--- src/rtl/mem_port_arb.sv ---
// mem_port_arb: arbitrates one single-port RAM between an instruction and a data requester.
// Define MEM_PORT_ARB_RR_EN for round-robin on contention; the default gives the data port fixed priority.
module mem_port_arb #(
  parameter int MEM_WORD_BITS = 12
) (
  input  logic                     clk_i,
  input  logic                     rst_i,
  input  logic                     i_req_i,
  input  logic [31:0]              i_addr_i,
  output logic                     i_gnt_o,
  output logic                     i_rvalid_o,
  output logic [31:0]              i_rdata_o,
  output logic                     i_err_o,
  input  logic                     d_req_i,
  input  logic                     d_we_i,
  input  logic [3:0]               d_be_i,
  input  logic [31:0]              d_addr_i,
  input  logic [31:0]              d_wdata_i,
  output logic                     d_gnt_o,
  output logic                     d_rvalid_o,
  output logic [31:0]              d_rdata_o,
  output logic                     d_err_o,
  output logic                     mem_en_o,
  output logic [3:0]               mem_we_o,
  output logic [MEM_WORD_BITS-1:0] mem_addr_o,
  output logic [31:0]              mem_wdata_o,
  input  logic [31:0]              mem_rdata_i
);
  localparam int AW = MEM_WORD_BITS;
  typedef enum logic [1:0] {IDLE, RESP_I, RESP_D} state_e;
  state_e state_q, state_d;
  logic err_q, err_d, last_q, last_d;
  logic i_oor, d_oor, d_wins, gnt_i, gnt_d;
  logic unused_addr_lsbs;
  assign unused_addr_lsbs = ^{i_addr_i[1:0], d_addr_i[1:0]};
  assign i_oor = |i_addr_i[31:AW+2];
  assign d_oor = |d_addr_i[31:AW+2];
`ifdef MEM_PORT_ARB_RR_EN
  assign d_wins = ~last_q;
`else
  assign d_wins = 1'b1;
`endif
  // Grants are gated by reset so nothing leaks out while rst_i is low.
  assign gnt_d = rst_i & d_req_i & (~i_req_i | d_wins);
  assign gnt_i = rst_i & i_req_i & ~gnt_d;
  assign i_gnt_o = gnt_i;
  assign d_gnt_o = gnt_d;
  assign mem_addr_o = gnt_d ? d_addr_i[AW+1:2] : i_addr_i[AW+1:2];
  assign mem_wdata_o = d_wdata_i;
  assign mem_en_o = gnt_d ? ~d_oor : gnt_i & ~i_oor;
  assign mem_we_o = (gnt_d & d_we_i & ~d_oor) ? d_be_i : 4'b0000;
  assign i_rvalid_o = rst_i & (state_q == RESP_I);
  assign d_rvalid_o = rst_i & (state_q == RESP_D);
  assign i_err_o = i_rvalid_o & err_q;
  assign d_err_o = d_rvalid_o & err_q;
  assign i_rdata_o = (i_rvalid_o & ~err_q) ? mem_rdata_i : 32'h0;
  assign d_rdata_o = (d_rvalid_o & ~err_q) ? mem_rdata_i : 32'h0;
  always_comb begin
    state_d = gnt_d ? RESP_D : gnt_i ? RESP_I : IDLE;
    err_d = gnt_d ? d_oor : gnt_i & i_oor;
    last_d = gnt_d ? 1'b1 : gnt_i ? 1'b0 : last_q;
  end
  always_ff @(posedge clk_i) begin
    if (!rst_i) begin
      state_q <= IDLE;
      err_q <= 1'b0;
      last_q <= 1'b0;
    end else begin
      state_q <= state_d;
      err_q <= err_d;
      last_q <= last_d;
    end
  end
endmodule

--- config.mk ---
export PLATFORM = sky130hd
export DESIGN_NAME = mem_port_arb
export DESIGN_NICKNAME = d
export VERILOG_FILES = /design/src/rtl/mem_port_arb.sv
export SDC_FILE = /design/constraint.sdc
export NUM_CORES = 1
export LEC_CHECK = 0
export ABC_AREA = 1
export CAP_MARGIN = 20
export CELL_PAD_IN_SITES_DETAIL_PLACEMENT = 2
export CELL_PAD_IN_SITES_GLOBAL_PLACEMENT = 2
export CORE_ASPECT_RATIO = 1.75
export CORE_MARGIN = 3
export CORE_UTILIZATION = 10
export DETAILED_ROUTE_END_ITERATION = 8
export HOLD_SLACK_MARGIN = 0.1
export PLACE_DENSITY_LB_ADDON = 0.1
export SLEW_MARGIN = 15
export SYNTH_ARGS = -nofsm -noshare
export SYNTH_HDL_FRONTEND = slang
export SYNTH_SLANG_ARGS = --single-unit
export TNS_END_PERCENT = 1
--- constraint.sdc ---
create_clock -name clk_i -period 1.5 [get_ports clk_i]
set_input_delay 0.3 -clock clk_i [delete_from_list [all_inputs] [get_ports clk_i]]
set_output_delay 0.3 -clock clk_i [all_outputs]
set_load 0.02 [all_outputs]
-- Word-level counts from Yosys, hierarchy flattened
Cells that the tools add are included.
- add/subtract/negate cells: 0
- multiply operators: 0
- divide/modulo/power cells: 0
- magnitude comparators: 0
- eq/ne operators: 2
- shift-type cells: 0
- mux-type cells: 8
- bitwise gates (word level): 18
- reduce and logical (&&, ||, !) cells: 3
- operators with widths (cell ; number):
    $mux 32 ; 2
    $reduce_or 18->1 ; 2
    $and 1x1->1 ; 13
    $mux 12 ; 1
    $not 1->1 ; 5
    $mux 4 ; 1
    $mux 1 ; 3
    $eq 2x1->1 const B ; 1
    $eq 2x2->1 const B ; 1
    $mux 2 ; 1
    $reduce_or 2->1 ; 1
- register bits: 3
- latch bits: 0
- memory bits (writable): 0
- memory bits (read-only): 0
- output and inout bits: 119
- logic and storage cells: 34
- memories kept: 0

-- Longest topological paths before layout
- depth after elaboration: 5
- gate-level depth with buffers: 6
- gate-level depth less buffers: 6

-- Worst setup path after synthesis
No wires, ideal clock.
- path kind: input port to output port
- start: input d_addr_i[15]
- end: output mem_we_o[0]
- data arrival time: 1286 ps
- required time: 1200 ps
- slack: -86 ps
- stages on the path: 4
- buffers on the path: 0
- cell sequence: or2_1 -> nor2_1 -> nand4_2 -> nor3_1
- word-level cells in the longest chain between the ends: 4
- RTL lines (what ; line ; text):
    start: declaration ; 17 ; input logic [31:0] d_addr_i,
    $reduce_or 18->1 ; 37 ; assign d_oor = |d_addr_i[31:AW+2];
    $not 1->1 ; 51 ; assign mem_we_o = (gnt_d & d_we_i & ~d_oor) ? d_be_i : 4'b0000;
    $and 1x1->1 ; 51 ;
    $mux 4 ; 51 ;
    end: declaration ; 24 ; output logic [3:0] mem_we_o,
Every way passes these cells.

-- Worst setup path in the final report
- start: register state_q[1]
- end: output i_rdata_o[21]
- word-level cells in the longest chain between the ends: 4
- RTL lines (what ; line ; text):
    start: declaration ; 31 ; state_e state_q, state_d;
    start signal: assignment ; 69 ; state_q <= state_d;
    $eq 2x1->1 ; 52 ; assign i_rvalid_o = rst_i & (state_q == RESP_I);
    $and 1x1->1 ; 52 ;
    $and 1x1->1 ; 56 ; assign i_rdata_o = (i_rvalid_o & ~err_q) ? mem_rdata_i : 32'h0;
    $mux 32 ; 56 ;
    end: declaration ; 12 ; output logic [31:0] i_rdata_o,
Every way passes these cells.

==> impl_metrics.csv <==
group,metric,value,unit
setup_path,crit_chain,"inv_4 > nand3_2 > inv_2 > nand2_4 > clkbuf_16 > nor2_2 > buf_6",
finish,layout_commonest_cell,"clkdlybuf4s50_1",
detailed_routing,drt_iter0_drc,7,
clock_tree,cts_htree_levels,1,
timing,max_slew.worst_pin.slew,307,ps
logic_synthesis,synthDistinctLibCells,20,
detailed_routing,top_layer_used,"met4",
setup_path,path_depth,7,
setup_path,path_class,"flip-flop to primary output",
finish,layout_common_cells,"clkdlybuf4s50_1, buf_6, nand2_1",
logic_synthesis,syn_avg_cell_area,4.88,um2
finish,seqCellArea,62.6,um2
detailed_routing,routed_via_density,3.79,
grt,grt_pass1_vias,2265,
setup_path,critPathMaxStageDelay,320,ps
floorplan,io_pins,256,
finish,multi_input_area,943,um2
placed_design,gp_congestion,0.699,
logic_synthesis,syn-cell-area,1150,um2
setup_path,crit_path_end_kind,"primary output",
logic_synthesis,synth_top_area_share,25.2,%
hold_path,hp-class,"primary input to flip-flop",
clock_tree,cts_root_buf,"clkbuf_16",
setup_path,cp.buffers_inverters,4,
clock_tree,cts.clk_slew.worst_paths,30,ps
floorplan,row_count,51,
clock_tree,clk_path_buf_depth,2,
grt,antenna_found_initial,0,
grt,overflow,0,
setup_path,worst-path-max-fanout,8,
logic_synthesis,netlist.top_cell.by_area,"nor2_1",
logic_synthesis,ys_ff_latch,3,
setup_path,crit_start,"state_q[1]",
timing,fin_crit,1620,ps
detailed_routing,ant_nets,0,
outcome,failed_checks,"setup timing",
placed_design,port_buffers,187,
power,fin_total_pwr,1.17,mW
floorplan,die_y,148,um
timing,rsz0062_at_grt,"yes",
finish,antennaDiodeCount,0,
finish,syn_to_final_growth,196,%
logic_synthesis,ys_seq_area_share,5.24,%
clock_tree,cts_sinks,3,
outcome,status,"finished with violations",
timing,worst_slack,-124,ps
setup_path,arrival,1320,ps
floorplan,die_w,86.9,um
setup_path,cp-endpoint,"i_rdata_o[21]",
clock_tree,ctsHoldBuffers,0,
clock_tree,cts_made_buffers,3,
grt,grt_usage,11.4,%
finish,nFillCells,1361,
timing,drv_slew,0,
floorplan,core_area,11200,um2
setup_path,required,1200,ps
power,p_leak,1.71,nW
logic_synthesis,syn_nets,372,
run,cap_violations,0,
detailed_routing,wl_met2,4750,um
finish,final_nets,545,
finish,layout-drive-gt1-share,51.6,%
setup_path,cp-start-kind,"flip-flop",
logic_synthesis,yosys_warnings,0,
placed_design,hpwl,6580,um
timing,setup_violations,70,
detailed_routing,wl_per_cell,14.6,um
timing,finalCritPeriodShare,108,%
detailed_routing,post-route-drc-count,0,
detailed_routing,wl_met3,785,um
floorplan,dieArea,12800,um2
timing,fmax,616,MHz
timing,holdWs,472,ps
grt,grt_max_degree,17,
timing,relSlewSlack,79.4,%
floorplan,initial_core_util,10.3,%
setup_path,crit_family,"buffers and inverters",
detailed_routing,drt_first_pass_iters,2,
detailed_routing,wl_met1,2280,um
clock_tree,cts_tree,"done",
detailed_routing,routed_wl,7870,um
power,power.density,344,nW/um2
grt,grt_pass1_wl,11500,um
logic_synthesis,synthCells,235,
detailed_routing,via_count,2043,
timing,hold_violations,0,
power,peakVddDrop,0.204,mV
setup_path,cp_slowest_cell,"dfxtp_2",
logic_synthesis,yosys-top-cells-area,"nor2_1, buf_4, nand2_1, inv_1, dfxtp_1",
what timing repair did:
| item | CTS | global route |
|---|---|---|
| pin swaps | 34 | 14 |
| cloned | 1 | 2 |
| setup buffers | 1 | 3 |
| endpoints found under the hold margin | 0 | 0 |
| setup endpoints to repair | 87 | 85 |
| gates resized for setup | 574 | 72 |
cell usage after synthesis:
| cell type | count |
|---|---|
| and2_1 | 1 |
| dfxtp_1 | 3 |
| o21ai_0 | 1 |
| buf_6 | 3 |
| nor3_4 | 1 |
| nor4_1 | 1 |
| nand2_1 | 47 |
| nor3b_1 | 1 |
| clkbuf_1 | 1 |
| buf_4 | 32 |
| or2_1 | 1 |
| inv_1 | 43 |
| nand3_1 | 4 |
| nand4_2 | 1 |
| buf_2 | 4 |
| nor2_1 | 77 |
| nor3_1 | 5 |
| nand2_4 | 1 |
| nor2_2 | 6 |
| inv_2 | 2 |
area by class of cell:
cell class | count | area share [%]
multi-input cells | 147 | 27.8
inverters | 45 | 5.13
clock buffers | 4 | 2.32
repair buffers | 208 | 58.0
well taps | 132 | 4.87
flip-flops and latches | 3 | 1.85
metal layers:
layer | vias to the layer above | track usage, %
met2 | 128 | 23.7
met4 | 0 | 1.95
met3 | 5 | 3.35
li1 | 982 | -
met5 | - | 0
met1 | 928 | 10.5
logic make-up after synthesis:
group / count (synthesis) / synth area share (%)
buffers and inverters: 85 / 40.7
and+or+nand+nor: 146 / 53.6
DFF: 3 / 5.24
AOI/OAI and AO/OA: 1 / 0.436
tightest hold or removal path, stage by stage:
cell	delay (ps)
buf_2	130
nand3_1	160
inv_1	60
where the power goes:
part	switching [mW]	internal, mW
registers	0.00367	0.0862
clock network	0.0785	0.351
logic	0.304	0.344
total	0.386	0.781
metrics by stage:
step / TNS (ps) / setup slack [ps] / instance area (um2) / utilization (%) / cells
3_5_place_dp: -76140 / -978 / 3030 / 27.1 / 528
2_1_floorplan: -2060 / -85.6 / 1150 / - / 235
5_1_grt: -10700 / -197 / 3390 / 30.4 / 539
3_3_place_gp: -73670 / -966 / 3030 / 27.1 / 528
4_1_cts: -7650 / -140 / 3130 / 28.0 / 534
6_report: -5760 / -124 / 3390 / 30.4 / 539
state kept, by name, summed over array words and instances, names as in the netlist:
signal / cells
state_q: 2
err_q: 1
worst min-delay path by stage:
stage	from	endpoint	slack, ps	cells after the start
floorplan	rst_i	state_q[0]	470	2
global placement	d_wdata_i[0]	mem_wdata_o[0]	600	0
detailed placement	d_wdata_i[0]	mem_wdata_o[0]	600	0
CTS	i_addr_i[18]	err_q	530	7
global route	rst_i	state_q[0]	510	3
finish	rst_i	state_q[0]	470	3
Note: power is estimated with default switching activity, not from simulation.
